$ cat config.mk
export PLATFORM = sky130hd
export DESIGN_NAME = branch_predictor
export DESIGN_NICKNAME = d
export VERILOG_FILES = /design/src/rtl/branch_predictor.sv
export SDC_FILE = /design/constraint.sdc
export NUM_CORES = 2
export LEC_CHECK = 0
export BUFFER_PORTS_ARGS = -buffer_cell sky130_fd_sc_hd__clkbuf_2
export CAP_MARGIN = 10
export CORE_MARGIN = 2
export CORE_UTILIZATION = 50
export CTS_BUF_LIST = sky130_fd_sc_hd__clkbuf_16
export DETAILED_ROUTE_END_ITERATION = 8
export PLACE_DENSITY = 0.75
export RECOVER_POWER = 50
export SYNTH_ARGS = -nofsm -noshare
export SYNTH_HDL_FRONTEND = slang
export SYNTH_SLANG_ARGS = --single-unit
$ cat constraint.sdc
create_clock -name i_clk -period 6.4 [get_ports i_clk]
set_input_delay 0.64 -clock i_clk [delete_from_list [all_inputs] [get_ports i_clk]]
set_output_delay 0.64 -clock i_clk [all_outputs]
set_load 0.05 [all_outputs]
$ cat src/rtl/branch_predictor.sv
// ---------------------------------------------------------------------------
// branch_predictor
//
// Direct-mapped, flop-based branch target buffer with 2-bit saturating
// direction counters for the 5-stage RV32I pipeline. It supplies a predicted
// next PC to the IF-stage PC-select mux every cycle. It learns from branches
// and jumps resolved in EX, and it reports mispredictions plus the correct
// redirect PC.
//
// Ports
//   i_clk, i_rst_n     clock / asynchronous active-low reset
//   i_if_pc            PC being fetched (lookup address)
//   o_pred_taken       predicted taken for i_if_pc (combinational)
//   o_pred_pc          predicted next PC for i_if_pc (combinational)
//   i_upd_*            resolution of a branch/jump in EX
//   o_mispred          combinational mispredict flag for the current update
//   o_redirect_pc      correct next PC for the current update
//   o_br_cnt           saturating count of accepted updates (registered)
//   o_miss_cnt         saturating count of mispredictions (registered)
// ---------------------------------------------------------------------------
module branch_predictor #(
    parameter int ENTRIES = 16
) (
    input  logic        i_clk,
    input  logic        i_rst_n,
    input  logic [31:0] i_if_pc,
    output logic        o_pred_taken,
    output logic [31:0] o_pred_pc,
    input  logic        i_upd_vld,
    input  logic        i_upd_jmp,
    input  logic [31:0] i_upd_pc,
    input  logic        i_upd_taken,
    input  logic [31:0] i_upd_target,
    input  logic        i_upd_pred_taken,
    input  logic [31:0] i_upd_pred_pc,
    output logic        o_mispred,
    output logic [31:0] o_redirect_pc,
    output logic [31:0] o_br_cnt,
    output logic [31:0] o_miss_cnt
);

    localparam int IDX_W = $clog2(ENTRIES);
    localparam int TAG_W = 32 - IDX_W - 2;

    // Saturating helpers
    function automatic logic [1:0] ctr_inc(input logic [1:0] c);
        return (c == 2'b11) ? 2'b11 : c + 2'b01;
    endfunction

    function automatic logic [1:0] ctr_dec(input logic [1:0] c);
        return (c == 2'b00) ? 2'b00 : c - 2'b01;
    endfunction

    function automatic logic [31:0] cnt_inc(input logic [31:0] c);
        return (c == 32'hFFFF_FFFF) ? c : c + 32'd1;
    endfunction

    // Table state
    logic             valid_q  [ENTRIES];
    logic             jmp_q    [ENTRIES];
    logic [TAG_W-1:0] tag_q    [ENTRIES];
    logic [31:0]      target_q [ENTRIES];
    logic [1:0]       ctr_q    [ENTRIES];

    logic [31:0] br_cnt_q;
    logic [31:0] miss_cnt_q;

    // Lookup (zero latency, no bypass from a same-cycle update)
    logic [IDX_W-1:0] if_idx;
    logic [TAG_W-1:0] if_tag;
    logic             if_hit;
    logic             pred_taken;

    assign if_idx     = i_if_pc[IDX_W+1:2];
    assign if_tag     = i_if_pc[31:IDX_W+2];
    assign if_hit     = valid_q[if_idx] && (tag_q[if_idx] == if_tag);
    // Gating with reset keeps the fetch path at PC+4 while reset is held,
    // independent of how the table flops settle.
    assign pred_taken = i_rst_n && if_hit && (jmp_q[if_idx] || ctr_q[if_idx][1]);

    assign o_pred_taken = pred_taken;
    assign o_pred_pc    = pred_taken ? target_q[if_idx] : i_if_pc + 32'd4;

    // Mispredict / redirect
    logic mispred;

    always_comb begin
        mispred = 1'b0;
        if (i_upd_vld) begin
            if (i_upd_taken) mispred = (i_upd_pred_pc != i_upd_target);
            else             mispred = i_upd_pred_taken;
        end
    end

    assign o_mispred     = mispred;
    assign o_redirect_pc = (i_upd_vld && i_upd_taken) ? i_upd_target : i_upd_pc + 32'd4;

    // Update
    logic [IDX_W-1:0] upd_idx;
    logic [TAG_W-1:0] upd_tag;
    logic             upd_hit;

    assign upd_idx = i_upd_pc[IDX_W+1:2];
    assign upd_tag = i_upd_pc[31:IDX_W+2];
    assign upd_hit = valid_q[upd_idx] && (tag_q[upd_idx] == upd_tag);

    always_ff @(posedge i_clk or negedge i_rst_n) begin
        if (!i_rst_n) begin
            for (int i = 0; i < ENTRIES; i++) begin
                valid_q[i]  <= 1'b0;
                jmp_q[i]    <= 1'b0;
                tag_q[i]    <= '0;
                target_q[i] <= '0;
                ctr_q[i]    <= 2'b01;
            end
        end else if (i_upd_vld) begin
            if (upd_hit) begin
                if (i_upd_jmp) begin
                    ctr_q[upd_idx]    <= 2'b11;
                    target_q[upd_idx] <= i_upd_target;
                    jmp_q[upd_idx]    <= 1'b1;
                end else if (i_upd_taken) begin
                    ctr_q[upd_idx]    <= ctr_inc(ctr_q[upd_idx]);
                    target_q[upd_idx] <= i_upd_target;
                end else begin
                    ctr_q[upd_idx]    <= ctr_dec(ctr_q[upd_idx]);
                end
            end else if (i_upd_taken) begin
                // Allocation evicts whatever aliased entry was there.
                valid_q[upd_idx]  <= 1'b1;
                jmp_q[upd_idx]    <= i_upd_jmp;
                tag_q[upd_idx]    <= upd_tag;
                target_q[upd_idx] <= i_upd_target;
                ctr_q[upd_idx]    <= i_upd_jmp ? 2'b11 : 2'b10;
            end
        end
    end

    // Statistics counters
    always_ff @(posedge i_clk or negedge i_rst_n) begin
        if (!i_rst_n) begin
            br_cnt_q   <= '0;
            miss_cnt_q <= '0;
        end else if (i_upd_vld) begin
            br_cnt_q <= cnt_inc(br_cnt_q);
            if (mispred) miss_cnt_q <= cnt_inc(miss_cnt_q);
        end
    end

    assign o_br_cnt   = br_cnt_q;
    assign o_miss_cnt = miss_cnt_q;

endmodule

==> results by group <==
Setup path
  • Arr. time, crit path: 5060 ps
  • Crit path kind: primary input to output port
  • Register-to-register path setup slack: 1770 ps
  • Required time of the worst setup path: 5760 ps
  • Critical register-to-register path startpoint: tag_q[122]
  • Startpoint types: primary input
  • Crit path launch: i_upd_vld
  • Max FO, Critical Path: 70
  • CP endpoint kind: output port

Power and ir drop
  • PD cells: 313.2 nW/µm²
  • Leak pwr: 26.54 nW
  • Comb pwr share: 0.206
  • Clk network pwr share: 0.331
  • Seq pwr share: 0.463
  • Net Sw Frac: 0.2842
  • Worst VDD drop: 0.2334 mV
  • Pint: 13.61 mW
  • Switching power: 5.403 mW

Route
  • WL/cell: 29.14 µm
  • Via Count: 35350
  • Routed Antenna Nets: 0
  • Initial DRT Pass Iterations: 5
  • Initial DRC Count: 3518
  • Post-route DRC: 0
  • Final WL: 158400 µm
  • Drt via density: 6.505

Synthesis
  • Yosys reg bits: 1056
  • Syn Nets: 3943
  • Main synth FF type: dfrtp_1
  • EDFF count, synth: 0
  • Syn Inst Count: 3802
  • YS warnings: 0
  • Top post-synthesis cells by area: dfrtp_1 48%, mux2_2 19%, mux4_2 14%
  • Yosys top cell by area: dfrtp_1
  • Mapped Avg Cell Area: 14.37 µm²
  • Asr flop ratio synth: 1.000
  • Register area share after synthesis: 0.4840
  • Mapped cell area: 54640 µm²
  • Yosys top cell area share: 0.4763
  • Synth unique cells: 76

STA
  • Least-Margin Pin Slew: 4196 ps
  • Fin crit period: 5701 ps
  • Maximum clock frequency: 175.4 MHz
  • Fin Setup TNS: 0 ps
  • Setup-failing EPs final: 0
  • Hold Violations, Final: 0
  • Clock Skew: 26.03 ps
  • Max_slew headroom: -1.797
  • RSZ-0062 raised after global routing: no
  • Max-slew violations: 586
  • Fin crit share: 0.8908

Clock network
  • TritonCTS clock tree: yes
  • Clock slew seen by the registers of the worst setup and hold paths: 60 ps
  • Total CTS buffers: 109
  • Clk buf depth: 3
  • Total clock sinks: 1056
  • Post-CTS setup buffers: 0
  • Root Buffer: clkbuf_16
  • H-Tree Depth: 3
  • Clock latency on the worst-skew pair: 710 ps

Final layout
  • Fill cells: 8685
  • Final nets: 4069
  • Area growth from synthesis to layout: 11.08%
  • Fraction of layout instances using a drive strength above 1: 0.4559
  • Finished Cell Area: 60700 µm²

Floorplan
  • FP Rows: 121
  • Initial Util: 0.5027
  • Die area: 111900 µm²
  • Core Area: 108700 µm²
  • I/O pin cnt: 264
  • Die X: 334.6 µm
  • Chip height: 334.6 µm

Global route
  • Gr ovfl total: 0
  • Number of global-route vias before repair: 35820
  • GRT Util Overall: 0.2840
  • Largest net degree at the start of global routing: 177
  • First-pass GRT wire length: 237300 µm
  • Initial antenna violation count: 9

Status
  • Status: complete, but fails checks
  • Violated checks: capacitance limit, slew limit

Worst hold path
  • Min-Delay Startpoint: i_upd_target[16]
  • Hold Crit Class: primary input to flip-flop

Place
  • GP Congestion: 0.8727
  • Placed Area: 57320 µm²
  • IO Port Bufs: 263
  • Detailed placement HPWL: 99830 µm

Run
  • Max-cap violations: 9
==> per-stage QoR <==
step	power, mW	std cells	worst slack, ps	util	hold slack (ps)
after global placement	12.61	5230	939.0	0.5273	457.5
after floorplan	11.52	3802	1761	-	344.4
after detailed placement	12.78	5230	905.1	0.5273	465.1
after global routing	19.76	5434	479.6	0.5584	467.4
after CTS	19.06	5432	905.8	0.5595	428.3
final	19.01	5435	699.0	0.5584	472.1
==> flip-flops by register name (all words and copies together), names as in the netlist <==
name        cells
tag_q         416
ctr_q          32
o_br_cnt       32
target_q      512
o_miss_cnt     32
valid_q        16
jmp_q          16
==> timing repair <==
action	in CTS	in global routing
hold buffers	1	0
resized for setup	0	0
endpoints found under the hold margin	77	0
==> placed cells by master (no fill, tap or decap), drive strengths merged, types with 78 or more instances in the layout <==
| cell type | n |
|---|---|
| mux4 | 348 |
| xor2 | 78 |
| buf | 99 |
| dfrtp | 1040 |
| nor2 | 97 |
| nand2 | 91 |
| xnor2 | 123 |
| mux2i | 132 |
| mux2 | 995 |
| clkbuf | 373 |
==> cell families after synthesis <==
| logic type | count (synthesis) | synth area share |
|---|---|---|
| AOI/OAI and AO/OA | 242 | 0.03091 |
| DFF | 1056 | 0.4840 |
| adders and majority gates | 7 | 0.001603 |
| buffers and inverters | 383 | 0.03311 |
| xor gates and xnor gates | 201 | 0.03222 |
| and+or+nand+nor | 438 | 0.04346 |
| muxes | 1475 | 0.3747 |
==> routing by layer <==
metal,vias up,part of all wire,global-route usage
met5,-,0.00047,0
met4,6,0.034,0.09369
met3,294,0.094,0.07205
met2,1618,0.46,0.4297
met1,18940,0.42,0.4027
li1,14490,-,-
==> power groups by stage <==
| stage | Combinational, mW | Clock [mW] | Sequential, mW |
|---|---|---|---|
| after floorplan | 2.81 | 0 | 8.71 |
| final | 3.91 | 6.30 | 8.80 |
| after global placement | 3.81 | 0 | 8.80 |
| after CTS | 3.92 | 6.37 | 8.77 |
| after detailed placement | 3.91 | 0 | 8.87 |
| after global routing | 4.16 | 6.66 | 8.94 |
==> critical path, stage by stage <==
cell	delay, ps
clkbuf_2	70
clkbuf_1	1210
nand2_2	1500
a21oi_1	1180
clkbuf_2	410
==> worst paths after layout <==
| path | end | depth (start not counted) |
|---|---|---|
| worst max-delay path | o_redirect_pc[31] | 5 |
| worst max register to register | jmp_q[3] | 10 |
| worst min register to register | o_br_cnt[22] | 1 |
| min in group asynchronous | tag_q[156] | 2 |
| max in group asynchronous | target_q[132] | 3 |
| worst min-delay path | target_q[144] | 2 |
==> cells in the mapped netlist (all sizes together), types with 6 or more instances <==
master,instances
dfrtp,1040
mux2,995
mux4,348
clkbuf,176
buf,173
mux2i,132
xnor2,123
nor2,97
nand2,91
xor2,78
nand3,57
a21oi,47
o21ai,39
and3,38
nand4,34
inv,33
nor3,33
a22oi,30
and2,22
a22o,18
o22ai,18
or2,18
dfstp,16
o211ai,16
nor4,12
a221oi,9
nor2b,9
a31oi,8
nand2b,8
a211oi,7
ha,7
or3,7
o41ai,6
==> area by class of cell <==
class                           instances  area, µm²  area share
Clock buffer                          109       2728     0.04494
Antenna cell                            3      7.507   0.0001237
Multi-Input combinational cell       2363      26510      0.4368
Inverter                               34      130.1    0.002144
Clock inverter                         92      762.0     0.01255
Sequential cell                      1056      26450      0.4357
Timing Repair Buffer                  364       2346     0.03865
Tap cell                             1414       1769     0.02915
Note: power is estimated with default switching activity, not from simulation.
